## config.mk

```make
export PLATFORM = sky130hd
export DESIGN_NAME = fsm_iter_ctrl_flat
export DESIGN_NICKNAME = d
export VERILOG_FILES = /design/src/rtl/fsm_iter_ctrl_pkg.sv /design/src/rtl/fsm_iter_ctrl_if.sv /design/src/rtl/fsm_iter_ctrl_iter_counter.sv /design/src/rtl/fsm_iter_ctrl.sv /design/src/flat_wrapper.sv
export SDC_FILE = /design/constraint.sdc
export NUM_CORES = 1
export LEC_CHECK = 0
export ABC_AREA = 0
export CAP_MARGIN = 10
export CORE_UTILIZATION = 49
export DETAILED_ROUTE_END_ITERATION = 10
export DONT_BUFFER_PORTS = 1
export PLACE_DENSITY_LB_ADDON = 0.05
export SYNTH_ARGS = -nofsm -noshare
export SYNTH_HDL_FRONTEND = slang
export SYNTH_SLANG_ARGS = --single-unit
```

## constraint.sdc

```tcl
create_clock -name clk -period 3.6 [get_ports clk]
set_input_delay 1.08 -clock clk [delete_from_list [all_inputs] [get_ports clk]]
set_output_delay 1.08 -clock clk [all_outputs]
set_load 0.05 [all_outputs]
```

## src/rtl/fsm_iter_ctrl_pkg.sv

```systemverilog
// Shared definitions for the iterative-operation controller: one-hot state
// indices, the state encoding and a one-hot legality helper.
package fsm_iter_pkg;

  localparam int ST_W    = 5;

  // Bit positions of each state inside the one-hot state vector
  localparam int S_IDLE  = 0;
  localparam int S_INIT  = 1;
  localparam int S_ITER  = 2;
  localparam int S_FINAL = 3;
  localparam int S_ERR   = 4;

  // All-zero state vector (never legal; useful as a base when building codes)
  localparam logic [ST_W-1:0] ST_NONE = 5'b00000;

  typedef enum logic [ST_W-1:0] {
    ST_IDLE  = 5'b00001,
    ST_INIT  = 5'b00010,
    ST_ITER  = 5'b00100,
    ST_FINAL = 5'b01000,
    ST_ERR   = 5'b10000
  } state_e;

  // True when exactly one bit of the state vector is set
  function automatic logic is_onehot(input logic [ST_W-1:0] s);
    int unsigned n;
    n = 32'd0;
    for (int i = 0; i < ST_W; i++) begin
      n = n + 32'(s[i]);
    end
    return (n == 32'd1);
  endfunction

endpackage

```

## src/rtl/fsm_iter_ctrl_if.sv

```systemverilog
// Bundle of the controller's handshake (master side) and datapath signals.
// The controller uses the slave modport; the requester/datapath uses master.
interface fsm_iter_ctrl_if #(
  parameter int CNT_W = 8
);
  logic             start;
  logic             zero;
  logic             abort;
  logic             ack;
  logic             do_init;
  logic             do_iter;
  logic             busy;
  logic             ready;
  logic             timeout;
  logic [CNT_W-1:0] iter_cnt;
  logic             state_err;

  modport master (
    output start, zero, abort, ack,
    input  do_init, do_iter, busy, ready, timeout, iter_cnt, state_err
  );

  modport slave (
    input  start, zero, abort, ack,
    output do_init, do_iter, busy, ready, timeout, iter_cnt, state_err
  );
endinterface

```

## src/rtl/fsm_iter_ctrl_iter_counter.sv

```systemverilog
// Iteration counter for the controller: synchronous clear, increment, and a
// flag that is high when the next increment would reach LIMIT.
module iter_counter #(
  parameter int CNT_W = 8,
  parameter int LIMIT = 255
) (
  input  logic             clk,
  input  logic             rst_n,
  input  logic             clr,
  input  logic             inc,
  output logic [CNT_W-1:0] cnt,
  output logic             limit
);

  localparam logic [CNT_W-1:0] LIMIT_M1 = CNT_W'(LIMIT - 1);
  localparam logic [CNT_W-1:0] CNT_ZERO = CNT_W'(0);
  localparam logic [CNT_W-1:0] CNT_ONE  = CNT_W'(1);

  logic [CNT_W-1:0] r_cnt;

  // Count register: clear has priority over increment, otherwise hold
  always_ff @(posedge clk or negedge rst_n) begin
    if (!rst_n) begin
      r_cnt <= CNT_ZERO;
    end else if (clr) begin
      r_cnt <= CNT_ZERO;
    end else if (inc) begin
      r_cnt <= r_cnt + CNT_ONE;
    end else begin
      r_cnt <= r_cnt;
    end
  end

  assign cnt   = r_cnt;
  assign limit = (r_cnt == LIMIT_M1);

endmodule

```

## src/rtl/fsm_iter_ctrl.sv

```systemverilog
// One-hot controller for an iterative datapath operation:
// IDLE -> INIT -> ITER (until zero / limit) -> FINAL or ERR -> IDLE.
// Abort cancels from anywhere; illegal one-hot codes recover to IDLE with a
// one-cycle state_err pulse. All outputs decode directly from state flops.
module fsm_iter_ctrl
  import fsm_iter_pkg::*;
#(
  parameter int MAX_ITER   = 255,
  parameter int CNT_W      = 8,
  parameter int READY_HOLD = 1
) (
  input  logic           clk,
  input  logic           rst_n,
  fsm_iter_ctrl_if.slave bus
);

  // Reject iteration limits that the counter could not represent
  if (MAX_ITER < 1 || 64'(MAX_ITER) > ((64'd1 << CNT_W) - 64'd1)) begin : g_bad_max_iter
    $fatal(1, "fsm_iter_ctrl: MAX_ITER out of range for CNT_W");
  end

  state_e           r_state;
  logic             r_state_err;
  logic             w_legal;
  logic             w_clr;
  logic             w_inc;
  logic             w_limit;
  logic [CNT_W-1:0] w_cnt;

  assign w_legal = is_onehot(r_state);

  // Exact-code compares already imply a legal state, so an illegal vector
  // neither clears nor advances the count.
  assign w_clr = (r_state == ST_INIT);
  assign w_inc = (r_state == ST_ITER);

  iter_counter #(
    .CNT_W (CNT_W),
    .LIMIT (MAX_ITER)
  ) u_iter_counter (
    .clk   (clk),
    .rst_n (rst_n),
    .clr   (w_clr),
    .inc   (w_inc),
    .cnt   (w_cnt),
    .limit (w_limit)
  );

  // State register and error pulse: legality check first, then abort > zero > limit > ack/start
  always_ff @(posedge clk or negedge rst_n) begin
    if (!rst_n) begin
      r_state     <= ST_IDLE;
      r_state_err <= 1'b0;
    end else if (!w_legal) begin
      r_state     <= ST_IDLE;
      r_state_err <= 1'b1;
    end else begin
      r_state_err <= 1'b0;
      case (r_state)
        ST_IDLE: begin
          if (bus.start && !bus.abort) begin
            r_state <= ST_INIT;
          end else begin
            r_state <= ST_IDLE;
          end
        end
        ST_INIT: begin
          if (bus.abort) begin
            r_state <= ST_IDLE;
          end else if (bus.zero) begin
            r_state <= ST_FINAL;
          end else begin
            r_state <= ST_ITER;
          end
        end
        ST_ITER: begin
          if (bus.abort) begin
            r_state <= ST_IDLE;
          end else if (bus.zero) begin
            r_state <= ST_FINAL;
          end else if (w_limit) begin
            r_state <= ST_ERR;
          end else begin
            r_state <= ST_ITER;
          end
        end
        ST_FINAL: begin
          if (READY_HOLD == 0) begin
            r_state <= ST_IDLE;
          end else if (bus.abort || bus.ack) begin
            r_state <= ST_IDLE;
          end else begin
            r_state <= ST_FINAL;
          end
        end
        ST_ERR: begin
          if (bus.abort || bus.ack) begin
            r_state <= ST_IDLE;
          end else begin
            r_state <= ST_ERR;
          end
        end
        default: begin
          r_state     <= ST_IDLE;
          r_state_err <= 1'b1;
        end
      endcase
    end
  end

  assign bus.do_init   = r_state[S_INIT];
  assign bus.do_iter   = r_state[S_ITER];
  assign bus.busy      = r_state[S_INIT] | r_state[S_ITER];
  assign bus.ready     = r_state[S_FINAL];
  assign bus.timeout   = r_state[S_ERR];
  assign bus.iter_cnt  = w_cnt;
  assign bus.state_err = r_state_err;

endmodule

```

## src/flat_wrapper.sv

```systemverilog
// flat-port wrapper written by rule: the top's interface ports become plain ports
module fsm_iter_ctrl_flat import fsm_iter_pkg::*;
#(
  parameter int MAX_ITER   = 255,
  parameter int CNT_W      = 8,
  parameter int READY_HOLD = 1
)
  (clk, rst_n, bus_start, bus_zero, bus_abort, bus_ack, bus_do_init, bus_do_iter, bus_busy, bus_ready, bus_timeout, bus_iter_cnt, bus_state_err);
  fsm_iter_ctrl_if #(.CNT_W(CNT_W)) bus_i ();
  input  logic clk;
  input  logic rst_n;
  input wire logic [$bits(bus_i.start)-1:0] bus_start;
  input wire logic [$bits(bus_i.zero)-1:0] bus_zero;
  input wire logic [$bits(bus_i.abort)-1:0] bus_abort;
  input wire logic [$bits(bus_i.ack)-1:0] bus_ack;
  output wire logic [$bits(bus_i.do_init)-1:0] bus_do_init;
  output wire logic [$bits(bus_i.do_iter)-1:0] bus_do_iter;
  output wire logic [$bits(bus_i.busy)-1:0] bus_busy;
  output wire logic [$bits(bus_i.ready)-1:0] bus_ready;
  output wire logic [$bits(bus_i.timeout)-1:0] bus_timeout;
  output wire logic [$bits(bus_i.iter_cnt)-1:0] bus_iter_cnt;
  output wire logic [$bits(bus_i.state_err)-1:0] bus_state_err;
  assign bus_i.start = bus_start;
  assign bus_i.zero = bus_zero;
  assign bus_i.abort = bus_abort;
  assign bus_i.ack = bus_ack;
  assign bus_do_init = bus_i.do_init;
  assign bus_do_iter = bus_i.do_iter;
  assign bus_busy = bus_i.busy;
  assign bus_ready = bus_i.ready;
  assign bus_timeout = bus_i.timeout;
  assign bus_iter_cnt = bus_i.iter_cnt;
  assign bus_state_err = bus_i.state_err;
  fsm_iter_ctrl #(.MAX_ITER(MAX_ITER), .CNT_W(CNT_W), .READY_HOLD(READY_HOLD)) u_core (.clk(clk), .rst_n(rst_n), .bus(bus_i));
endmodule
```

# Word-level counts from Yosys, hierarchy flattened
# Cells that the tools add are included.
op_classes:
  bitwise_logic: 1
  reduce_logical: 5
  n_addsub: 5
  n_mux: 14
  eq_ne: 7
ops:
  columns: ["cell", "n"]
  rows:
  - ["32-bit by 1-bit adder with 32-bit output", 3]
  - ["32-bit by 1-bit == test with 1-bit output, second input constant", 1]
  - ["5-bit two-way mux", 6]
  - ["5-bit case mux with 5 select lines", 1]
  - ["8-bit two-way mux", 2]
  - ["8-bit by 1-bit adder with 8-bit output, second input constant", 1]
  - ["8-bit == test, second input constant", 1]
  - ["4-bit two-way mux", 2]
  - ["5-bit by 1-bit == test with 1-bit output, second input constant", 1]
  - ["5-bit by 2-bit == test with 1-bit output, second input constant", 1]
  - ["5-bit by 3-bit == test with 1-bit output, second input constant", 1]
  - ["5-bit by 4-bit == test with 1-bit output, second input constant", 1]
  - ["5-bit == test, second input constant", 1]
  - ["5-bit OR reduction", 1]
  - ["1-bit by 1-bit adder with 2-bit output", 1]
  - ["1-bit two-way mux", 2]
  - ["2-bit two-way mux", 1]
  - ["2-bit nonzero test", 1]
  - ["1-bit logical AND", 1]
  - ["1-bit logical NOT", 1]
  - ["1-bit logical OR", 1]
  - ["1-bit OR", 1]
word_totals:
  reg_bits: 14

# Depth between registers and ports, before layout
logic_depth:
  ltp_word: 6
  depth_mapped: 10

# Modules after synthesis
# From an unflattened synthesis, not the netlist that was laid out.
hier_totals:
  hier_cells: 97
  area_unflattened_um2: 918.4
modules_own_cells:
  columns: ["module", "instances", "area_each_um2", "cells_each"]
  rows:
  - ["fsm_iter_ctrl", 1, 508.0, 56]
  - ["iter_counter", 1, 410.4, 41]

# Worst setup path before layout
# Ideal clock, no wire load.
synth_path:
  path_type: "reg2reg"
  start: "register u_core.r_state[1]"
  end: "register u_core.r_state[0]"
  arrival_ps: 2907
  setup_ps: 88
  path_stages_with_launch: 11
  path_slack_ps: 605
  t_required_ps: 3512
  path_cell_list: "dfrtp_1 -> inv_1 -> ha_1 -> inv_1 -> fa_1 -> inv_1 -> ha_1 -> fa_1 -> nor2_1 -> o311ai_2 -> or3_1"
synth_between:
  elab_chain_cells: 6
  word_cells_on_any_way: 12
synth_rtl:
  columns: ["element", "line_no", "text"]
  rows:
  - ["start: declaration", "fsm_iter_ctrl.sv:22", "state_e r_state;"]
  - ["start signal: assignment", "fsm_iter_ctrl.sv:52", "r_state <= ST_IDLE;"]
  - ["start signal: assignment", "fsm_iter_ctrl.sv:55", "r_state <= ST_IDLE;"]
  - ["start signal: assignment", "fsm_iter_ctrl.sv:62", "r_state <= ST_INIT;"]
  - ["1-bit by 1-bit adder with 2-bit output", "fsm_iter_ctrl_pkg.sv:30", "n = n + 32'(s[i]);"]
  - ["32-bit by 1-bit adder with 32-bit output (3 in series)", "fsm_iter_ctrl_pkg.sv:30", null]
  - ["32-bit by 1-bit == test with 1-bit output", "fsm_iter_ctrl_pkg.sv:32", "return (n == 32'd1);"]
  - ["5-bit two-way mux (*)", "fsm_iter_ctrl.sv:54", "end else if (!w_legal) begin"]
# Every way passes the cells marked *; elsewhere a longest branch is shown, timed or not.
# A chain may end at the register's enable or synchronous reset.

# Worst setup path after layout
layout_path:
  start: "register u_core.r_state[0]"
  end: "register u_core.r_state[0]"
# The elaborated chain is that of the path after synthesis.

==> flow_summary.yaml <==
timing:
  relSlewSlack: 0.531
  fin_setup_tns_ps: 0
  report.final.slew_viol_count: 0
  hold_ws_ps: 482
  clock.fmax_mhz: 343
  period_share: 0.811
  hold_viol_final: 0
  tightest_slew_ps: 703
  finalSetupViolations: 0
  clock_skew_ps: 1.91
  rsz0062_at_grt: "no"
  period_needed_ps: 2920
final_layout:
  diodes: 0
  fin_area_um2: 972
  layout.nets: 116
  utilization: 0.563
  drive_above_1_share: 0.130
  area_delta_synth_final_pct: 7.92
clocking:
  clock_path_buffers: 2
  cts_made_buffers: 3
  root_buffer: "clkbuf_4"
  insertion_delay_ps: 280
  cts.sinks: 14
  cts_resized: 0
  cts_tree: "built"
  cts_setup_buffers: 0
  htree_num_levels: 1
  cts.reportedPaths.clkPinSlew_ps: 90
  cts_hold_buf: 0
global_routing:
  globalRouteTotalUtil: 0.207
  grt_pass1_wl_um: 2880
  grt.overflow.total: 0
  grt_max_degree: 15
  antenna_found_initial: 0
  grt_pass1_vias: 656
critical_path:
  max_stage_delay_ps: 550
  crit_fanout: 5
  cp_data_arrival_time_ps: 3120
  end_kind: "register"
  cp_common_cell: "inv_1"
  cp-start-kind: "register"
  cp_slowest_cell: "dfstp_2"
  criticalPathCategory: "reg -> reg"
  worstPathCellList: "inv_1 -> ha_1 -> inv_1 -> fa_1 -> inv_1 -> ha_1 -> fa_1 -> nor2_1 -> o311ai_2 -> or3_1"
  reg2reg_setup_slack_ps: 680
  required_ps: 3800
synth:
  ys_types: 31
  syn_avg_cell_area_um2: 9.48
  synth_top_area_frac: 0.361
  synth-edff-count: 0
  seq_area_frac_synth: 0.390
  post-synth-top-area-cell: "dfrtp_1"
  ys_ff_latch: 14
  ys_warn_count: 0
  synthArstFlopShare: 1.00
  netlist_area_um2: 901
  synth_common_cells: "15 x nor2_1, 13 x dfrtp_1, 10 x inv_1"
  synth_flop_cell: "dfrtp_1"
  synth_most_common_cell: "nor2_1"
  syn_inst: 95
  synth_nets: 110
  synth.area.top_cells: "dfrtp_1 36%, ha_1 9.7%, nor2_1 6.3%"
power:
  p_leak_nw: 0.495
  ir_drop_mv: 0.249
  power_w: 0.000486
  powerDensity_mw_per_mm2: 500
run_status:
  outcome: "completed"
detailed_routing:
  viasPerCell: 5.57
  wl_per_cell_um: 14.2
  wl_um: 1770
  drt_iter0_drc: 10
  detail-route-antenna-nets: 0
  drc: 0
  vias: 696
  first_pass_iters: 4
placed_design:
  dp_hpwl_um: 1290
  routabilityCongestion: 0.763
  dpl-instance-area_um2: 946
  port-buffer-count: 0
floorplanning:
  core_mm2: 0.00173
  fp.dieH_um: 44.9
  rows: 15
  initial_utilization: 0.522
  ios: 20
  die_area_mm2: 0.00201
  die_x_um: 44.9
hold_path:
  hold_class: "in -> async"
job:
  maxCapViolCount: 0
-- worst paths after layout --
check,from,end,cells past startpoint
min in group clk,u_core.r_state[2],u_core.r_state[1],3
worst max register to register,u_core.r_state[0],u_core.r_state[0],10
worst min register to register,u_core.r_state[2],u_core.r_state[1],3
worst min-delay path,rst_n,u_core.bus.state_err,0
worst max-delay path,u_core.r_state[0],u_core.r_state[0],10
max in group asynchronous,rst_n,u_core.r_state[0],0
-- per-stage QoR --
step           worst slack (ps)  instances
6_report                    682        125
2_1_floorplan               605         95
5_1_grt                     572        125
4_1_cts                     672        125
3_3_place_gp                725        121
3_5_place_dp                684        121
-- logic make-up after synthesis --
family	Yosys count	synth area share
compound gates	9	0.0861
xor+xnor	7	0.0681
fa+ha+maj	9	0.142
buf+inv	12	0.0514
flops	14	0.390
mux	1	0.0125
simple gates	43	0.250
-- layout make-up --
type | instances | area, um^2
fillers | 158 | 754
multi-input cells | 69 | 503
inverters | 10 | 37.5
well taps | 25 | 31.3
flip-flops and latches | 14 | 352
repair buffers | 3 | 22.5
clock buffers | 4 | 26.3
-- per-layer routing --
layer	up-vias	track usage	part of all wire
met4	0	0.0909	0.014
met3	4	0.0720	0.060
met1	338	0.247	0.43
li1	335	-	-
met2	19	0.338	0.50
met5	-	0	0
-- power breakdown --
part,leakage (nW),internal [W],switching [W]
clock,0.0150,0.0000430,0.0000524
combinational,0.291,0.0000621,0.000106
sequential,0.189,0.000177,0.0000460
total,0.495,0.000282,0.000204
-- cell usage in the layout, fill, tap and decap left out, types with 2 or more instances in the layout --
cell,netlist,routed
and3_1,5,5
buf_4,0,3
clkbuf_4,0,3
dfrtp_1,13,13
fa_1,2,2
ha_1,7,7
inv_1,10,10
nand2_1,5,5
nand3_1,2,2
nand4_1,4,4
nor2_1,15,15
nor2b_1,2,2
nor3_1,4,4
o21ai_0,2,2
xnor2_1,2,2
xor2_1,5,5
-- registers in the layout (all words and copies together), names as in the netlist --
name                       count
u_core.r_state                 5
u_core.u_iter_counter.cnt      8
u_core.bus.state_err           1
-- worst max-delay path, delay by kind of cell (launching register included) --
family          cells  cell delay (ps)
fa+ha+maj           4             1350
simple gates        2              610
buf+inv             3              140
compound gates      1              200
flops               1              550
No activity file was read; power rests on OpenSTA's default activity.
